==> src/rtl/gpio_pad_controller_if.sv <==
// Bundle between the pin priority sorter / state machines and the GPIO pad controller.
// The master drives writes, pad levels and event clears; the slave returns pad drive, enables, reads and flags.
interface gpio_pad_controller_if;
  logic [31:0] in_pinsWriteData;
  logic [31:0] in_pinsWriteMask;
  logic [31:0] in_pinDirsWriteData;
  logic [31:0] in_pinDirsWriteMask;
  logic [31:0] in_padIn;
  logic [31:0] in_eventClear;
  logic [31:0] out_padOut;
  logic [31:0] out_padOe;
  logic [31:0] out_pinsRead;
  logic [31:0] out_riseEvents;
  logic [31:0] out_fallEvents;

  modport master (
    output in_pinsWriteData, in_pinsWriteMask, in_pinDirsWriteData, in_pinDirsWriteMask,
    output in_padIn, in_eventClear,
    input  out_padOut, out_padOe, out_pinsRead, out_riseEvents, out_fallEvents
  );

  modport slave (
    input  in_pinsWriteData, in_pinsWriteMask, in_pinDirsWriteData, in_pinDirsWriteMask,
    input  in_padIn, in_eventClear,
    output out_padOut, out_padOe, out_pinsRead, out_riseEvents, out_fallEvents
  );
endinterface

==> src/rtl/gpio_pad_controller.sv <==
// GPIO pad controller: masked pad drive/direction registers, input pipeline and sticky edge flags.
// Define GPIO_INPUT_SYNC_EN for a two-flop input synchronizer (depth 2); otherwise a single input register.
module gpio_pad_controller (
  input  logic                  clk,
  input  logic                  reset,
  gpio_pad_controller_if.slave  bus
);

`ifdef GPIO_INPUT_SYNC_EN
  localparam logic [1:0] FillDone = 2'd3;
`else
  localparam logic [1:0] FillDone = 2'd2;
`endif

  logic [31:0] padOut_r;
  logic [31:0] padOe_r;
  logic [31:0] pinsRead_r;
  logic [31:0] prevPins_r;
  logic [31:0] riseEvents_r;
  logic [31:0] fallEvents_r;
  logic [1:0]  fillCount_r;

  logic [31:0] stageIn_s;
  logic [31:0] nextPadOut_s;
  logic [31:0] nextPadOe_s;
  logic [31:0] riseSet_s;
  logic [31:0] fallSet_s;
  logic [31:0] nextRise_s;
  logic [31:0] nextFall_s;
  logic [1:0]  nextFill_s;

  function automatic logic [31:0] maskedMerge(input logic [31:0] cur,
                                              input logic [31:0] data,
                                              input logic [31:0] mask);
    return (cur & ~mask) | (data & mask);
  endfunction

`ifdef GPIO_INPUT_SYNC_EN
  logic [31:0] syncMeta_r;

  // First synchronizer flop; may go metastable, so nothing but the next stage reads it
  always_ff @(posedge clk or negedge reset) begin
    if (!reset) begin
      syncMeta_r <= 32'h0;
    end else begin
      syncMeta_r <= bus.in_padIn;
    end
  end

  assign stageIn_s = syncMeta_r;
`else
  assign stageIn_s = bus.in_padIn;
`endif

  // Merge masked writes, arm edge detection after the fill period, apply set-wins flag update
  always_comb begin
    nextPadOut_s = maskedMerge(padOut_r, bus.in_pinsWriteData, bus.in_pinsWriteMask);
    nextPadOe_s  = maskedMerge(padOe_r, bus.in_pinDirsWriteData, bus.in_pinDirsWriteMask);
    riseSet_s    = 32'h0;
    fallSet_s    = 32'h0;
    nextFill_s   = fillCount_r;
    if (fillCount_r == FillDone) begin
      riseSet_s = pinsRead_r & ~prevPins_r;
      fallSet_s = ~pinsRead_r & prevPins_r;
    end else begin
      nextFill_s = fillCount_r + 2'd1;
    end
    nextRise_s = (riseEvents_r & ~bus.in_eventClear) | riseSet_s;
    nextFall_s = (fallEvents_r & ~bus.in_eventClear) | fallSet_s;
  end

  // Pad drive/enable registers, last input stage, edge history, flags and fill counter
  always_ff @(posedge clk or negedge reset) begin
    if (!reset) begin
      padOut_r     <= 32'h0;
      padOe_r      <= 32'h0;
      pinsRead_r   <= 32'h0;
      prevPins_r   <= 32'h0;
      riseEvents_r <= 32'h0;
      fallEvents_r <= 32'h0;
      fillCount_r  <= 2'd0;
    end else begin
      padOut_r     <= nextPadOut_s;
      padOe_r      <= nextPadOe_s;
      pinsRead_r   <= stageIn_s;
      prevPins_r   <= pinsRead_r;
      riseEvents_r <= nextRise_s;
      fallEvents_r <= nextFall_s;
      fillCount_r  <= nextFill_s;
    end
  end

  assign bus.out_padOut     = padOut_r;
  assign bus.out_padOe      = padOe_r;
  assign bus.out_pinsRead   = pinsRead_r;
  assign bus.out_riseEvents = riseEvents_r;
  assign bus.out_fallEvents = fallEvents_r;

endmodule

==> src/flat_wrapper.sv <==
// flat-port wrapper written by rule: the top's interface ports become plain ports
module gpio_pad_controller_flat 
  (clk, reset, bus_in_pinsWriteData, bus_in_pinsWriteMask, bus_in_pinDirsWriteData, bus_in_pinDirsWriteMask, bus_in_padIn, bus_in_eventClear, bus_out_padOut, bus_out_padOe, bus_out_pinsRead, bus_out_riseEvents, bus_out_fallEvents);
  gpio_pad_controller_if bus_i ();
  input  logic clk;
  input  logic reset;
  input wire logic [$bits(bus_i.in_pinsWriteData)-1:0] bus_in_pinsWriteData;
  input wire logic [$bits(bus_i.in_pinsWriteMask)-1:0] bus_in_pinsWriteMask;
  input wire logic [$bits(bus_i.in_pinDirsWriteData)-1:0] bus_in_pinDirsWriteData;
  input wire logic [$bits(bus_i.in_pinDirsWriteMask)-1:0] bus_in_pinDirsWriteMask;
  input wire logic [$bits(bus_i.in_padIn)-1:0] bus_in_padIn;
  input wire logic [$bits(bus_i.in_eventClear)-1:0] bus_in_eventClear;
  output wire logic [$bits(bus_i.out_padOut)-1:0] bus_out_padOut;
  output wire logic [$bits(bus_i.out_padOe)-1:0] bus_out_padOe;
  output wire logic [$bits(bus_i.out_pinsRead)-1:0] bus_out_pinsRead;
  output wire logic [$bits(bus_i.out_riseEvents)-1:0] bus_out_riseEvents;
  output wire logic [$bits(bus_i.out_fallEvents)-1:0] bus_out_fallEvents;
  assign bus_i.in_pinsWriteData = bus_in_pinsWriteData;
  assign bus_i.in_pinsWriteMask = bus_in_pinsWriteMask;
  assign bus_i.in_pinDirsWriteData = bus_in_pinDirsWriteData;
  assign bus_i.in_pinDirsWriteMask = bus_in_pinDirsWriteMask;
  assign bus_i.in_padIn = bus_in_padIn;
  assign bus_i.in_eventClear = bus_in_eventClear;
  assign bus_out_padOut = bus_i.out_padOut;
  assign bus_out_padOe = bus_i.out_padOe;
  assign bus_out_pinsRead = bus_i.out_pinsRead;
  assign bus_out_riseEvents = bus_i.out_riseEvents;
  assign bus_out_fallEvents = bus_i.out_fallEvents;
  gpio_pad_controller u_core (.clk(clk), .reset(reset), .bus(bus_i));
endmodule
==> config.mk <==
export PLATFORM = sky130hd
export DESIGN_NAME = gpio_pad_controller_flat
export DESIGN_NICKNAME = d
export VERILOG_FILES = /design/src/rtl/gpio_pad_controller_if.sv /design/src/rtl/gpio_pad_controller.sv /design/src/flat_wrapper.sv
export SDC_FILE = /design/constraint.sdc
export NUM_CORES = 1
export LEC_CHECK = 0
export ABC_AREA = 1
export CORE_AREA = 2 2 139 141
export DETAILED_ROUTE_END_ITERATION = 16
export DIE_AREA = 0 0 141 143
export PLACE_DENSITY = 0.76
export SETUP_SLACK_MARGIN = 0.15
export SYNTH_ARGS = -nofsm -noshare
export SYNTH_HDL_FRONTEND = slang
export SYNTH_SLANG_ARGS = --single-unit
==> constraint.sdc <==
create_clock -name clk -period 1.4 [get_ports clk]
set_clock_uncertainty 0.15 [all_clocks]
set_input_delay 0.21 -clock clk [delete_from_list [all_inputs] [get_ports clk]]
set_output_delay 0.21 -clock clk [all_outputs]
set_load 0.02 [all_outputs]
==> results by group <==
Power and ir drop
  • Max IR drop VDD: 0.747 mV
  • Static Leak: 6.89 nW
  • Pwr dens: 1080 nW/um2

Worst setup path
  • Critical path startpoint category: flop
  • Worst Path Required: 1.04 ns
  • R2R depth: 6
  • Buf+Inv Stages, Crit Path: 1
  • Critical path capture point type: output port
  • Slowest-stage cell, CP: dfrtp_1
  • Worst EP arrival: 0.99 ns
  • Family with the most delay on the worst path: flip-flops
  • CP Class: reg2out
  • Largest stage delay, worst path: 0.42 ns
  • Critical-path maximum fanout: 2
  • Critical path cell sequence: buf_6
  • Critical path depth: 1

Clocking
  • Worst-skew pair later-pin latency: 0.42 ns
  • TritonCTS clock tree: yes
  • Max H-tree Level: 4
  • Clock Sink Count: 194
  • Clk slew on worst S/H paths: approximately 0.07 ns
  • CTS Buf Count: 17
  • Bufs on Longest Clock Path: 2
  • CTS root buf: clkbuf_16

Global route
  • Vias in the first global route: 6321
  • Met1 Use GR: 23.0%
  • First-pass GRT wire length: 32100 um
  • Initial antenna violation count: 0
  • Tot GR Track Use: about a fifth
  • Overflow after GRT: 0
  • Largest net degree at the start of global routing: 34
  • GR Util met3: about 5.6%
  • Busiest grt layer: met2
  • GR Layer Usage met2: about two fifths

Floorplanning
  • Initial Util: 37.3%
  • I/O pins: 354
  • Die height: 143 um
  • CORE AREA: 18600 um2
  • Row count: 50
  • Die area: approximately 20000 um2
  • Die X: about 140 um

STA
  • Slew Viols, Final: 0
  • Final setup violation count: 0
  • Max Fclk: ~0.74 GHz
  • Setup TNS: 0 ns
  • Post-route clock period utilization: approximately 97%
  • Final WS setup: 0.0463 ns
  • Fin crit period: 1.35 ns
  • RSZ-0062 raised after global routing: true
  • Max-Slew Margin vs Limit: between 70 and 80%
  • Final hold vios: 0
  • WHS: roughly 0.068 ns
  • Worst Tran Pin Value: 0.311 ns

Finish
  • Layout cells sized above 1: 34.5%
  • Post-layout util: 71.7%
  • Final net count: 1395
  • Inserted Diodes: 0
  • Area Overhead vs Synth: 92.4%
  • Fillers: 1233
  • Register area: slightly below 5000 um2
  • Multi-input gate area: about 1900 um2

Drt
  • Post-route antenna net violation count: 0
  • Detailed-route via count: around 6400
  • TritonRoute pass-1 iters: 5
  • Routed vias/inst: 4.44
  • Routed len/inst: 16.3 um
  • DRT iter0 DRCs: 245
  • DRC viols: 0
  • DRT Wirelength: ~24000 um

Yosys
  • Leading area contributor after synthesis: dfrtp_1
  • Post-Synthesis Cells: 690
  • Top post-synthesis cells by area: dfrtp_1 70%, nand2_1 11%, inv_1 8.8%, o21ai_0 4.7%, nand3_1 4.6%
  • Yosys top cell area share: 70.1%
  • Mean area per synthesized cell: ~10 um2
  • Yosys cell types: 8
  • Syn Nets: between 800 and 900
  • Mapped Area: 6920 um2
  • Post-synthesis sequential area ratio: between 70 and 80%
  • #FFs+latches synth: roughly 190
  • Ys Warns: 0

Hold path
  • Hold depth: 1
  • Type of the worst min-delay path: in2reg

Place
  • Port-buffer cells: 353
  • GP Congestion: 0.795
  • Dpl hpwl: between 15000 and 20000 um
  • Worst slack, placed: -0.0304 ns

Flow run
  • Max Cap Viol: 0

Run status
  • Status: completed
cell type report:
cell class	instances	share of cell area, %
clock buffer	18	3.22
clock inverter	14	1.27
sequential	194	36.5
inverter	162	4.59
timing repair buffer	499	38.4
multi-input combinational	326	13.9
tap	234	2.20
synthesized netlist by cell type, drive strengths merged:
cell type / count
o21ai: 65
nand3: 64
buf: 8
dfrtp: 194
inv: 162
ha: 1
nand2: 196
where the power goes:
part	switching [mW]	internal, mW
sequential	0.330	6.03
clock	2.29	2.70
combinational	1.33	1.69
final timing paths:
check / startpoint / endpoint / slack [ns]
hold reg to reg: u_core.bus.out_riseEvents[13] / u_core.bus.out_riseEvents[13] / 0.35
hold / removal: bus_in_padIn[21] / u_core.bus.out_pinsRead[21] / 0.07
setup reg to reg: u_core.fillCount_r[0] / u_core.bus.out_fallEvents[10] / 0.05
min in group asynchronous: reset / u_core.bus.out_pinsRead[5] / 0.10
max in group asynchronous: reset / asynchronous set/reset pin / 0.43
setup / recovery: flop / bus_out_padOe[7] / 0.05
through the flow:
step	cell area, um2	cells	total power [mW]
6_report	13300	1447	14.4
5_1_grt	13300	1447	14.9
4_1_cts	12400	1395	14.2
3_5_place_dp	11100	1311	8.92
3_3_place_gp	11100	1311	8.86
2_1_floorplan	6920	690	7.18
worst reg2reg max path: cells and delay by family, from the launching register on:
family / cells / cell delay, ns
adders and majority gates: 1 / 0.18
buffers and inverters: 3 / 0.42
DFF: 1 / 0.39
and+or+nand+nor: 2 / 0.16
cell families after synthesis:
kind of cell / after synthesis / share of synthesized area, %
compound gates: 65 / 4.70
fa+ha+maj: 1 / 0.181
buf+inv: 170 / 9.73
flops: 194 / 70.1
simple gates: 260 / 15.3
what timing repair did:
| item | CTS | global route |
|---|---|---|
| buffers inserted | 49 | 48 |
| endpoints found under the hold margin | 194 | 0 |
| pin swaps | 6 | 103 |
| resized for setup | 974 | 96 |
| endpoints found under the setup margin | 206 | 226 |
| hold buffers | 1 | 0 |
| cloned | 2 | 4 |
per-layer routing:
| metal | share of wire (%) | wire length (um) |
|---|---|---|
| met3 | 6.3 | 1490 |
| met1 | 35 | 8320 |
| met2 | 56 | 13300 |
| met4 | 2.1 | 485 |
| met5 | 0 | 0 |
layout by cell type, fill, tap and decap left out, types with 11 or more instances in the layout:
cell             synthesis  routed
nand2_2                  0      13
clkdlybuf4s50_1          0     192
clkbuf_16                0      20
nand2_1                196     182
buf_4                    0     123
buf_12                   0      11
inv_1                  162     160
buf_6                    4     161
o21ai_0                 65      64
nand3_2                  0      54
dfrtp_1                194     194
(Power assumes the default switching activity.)
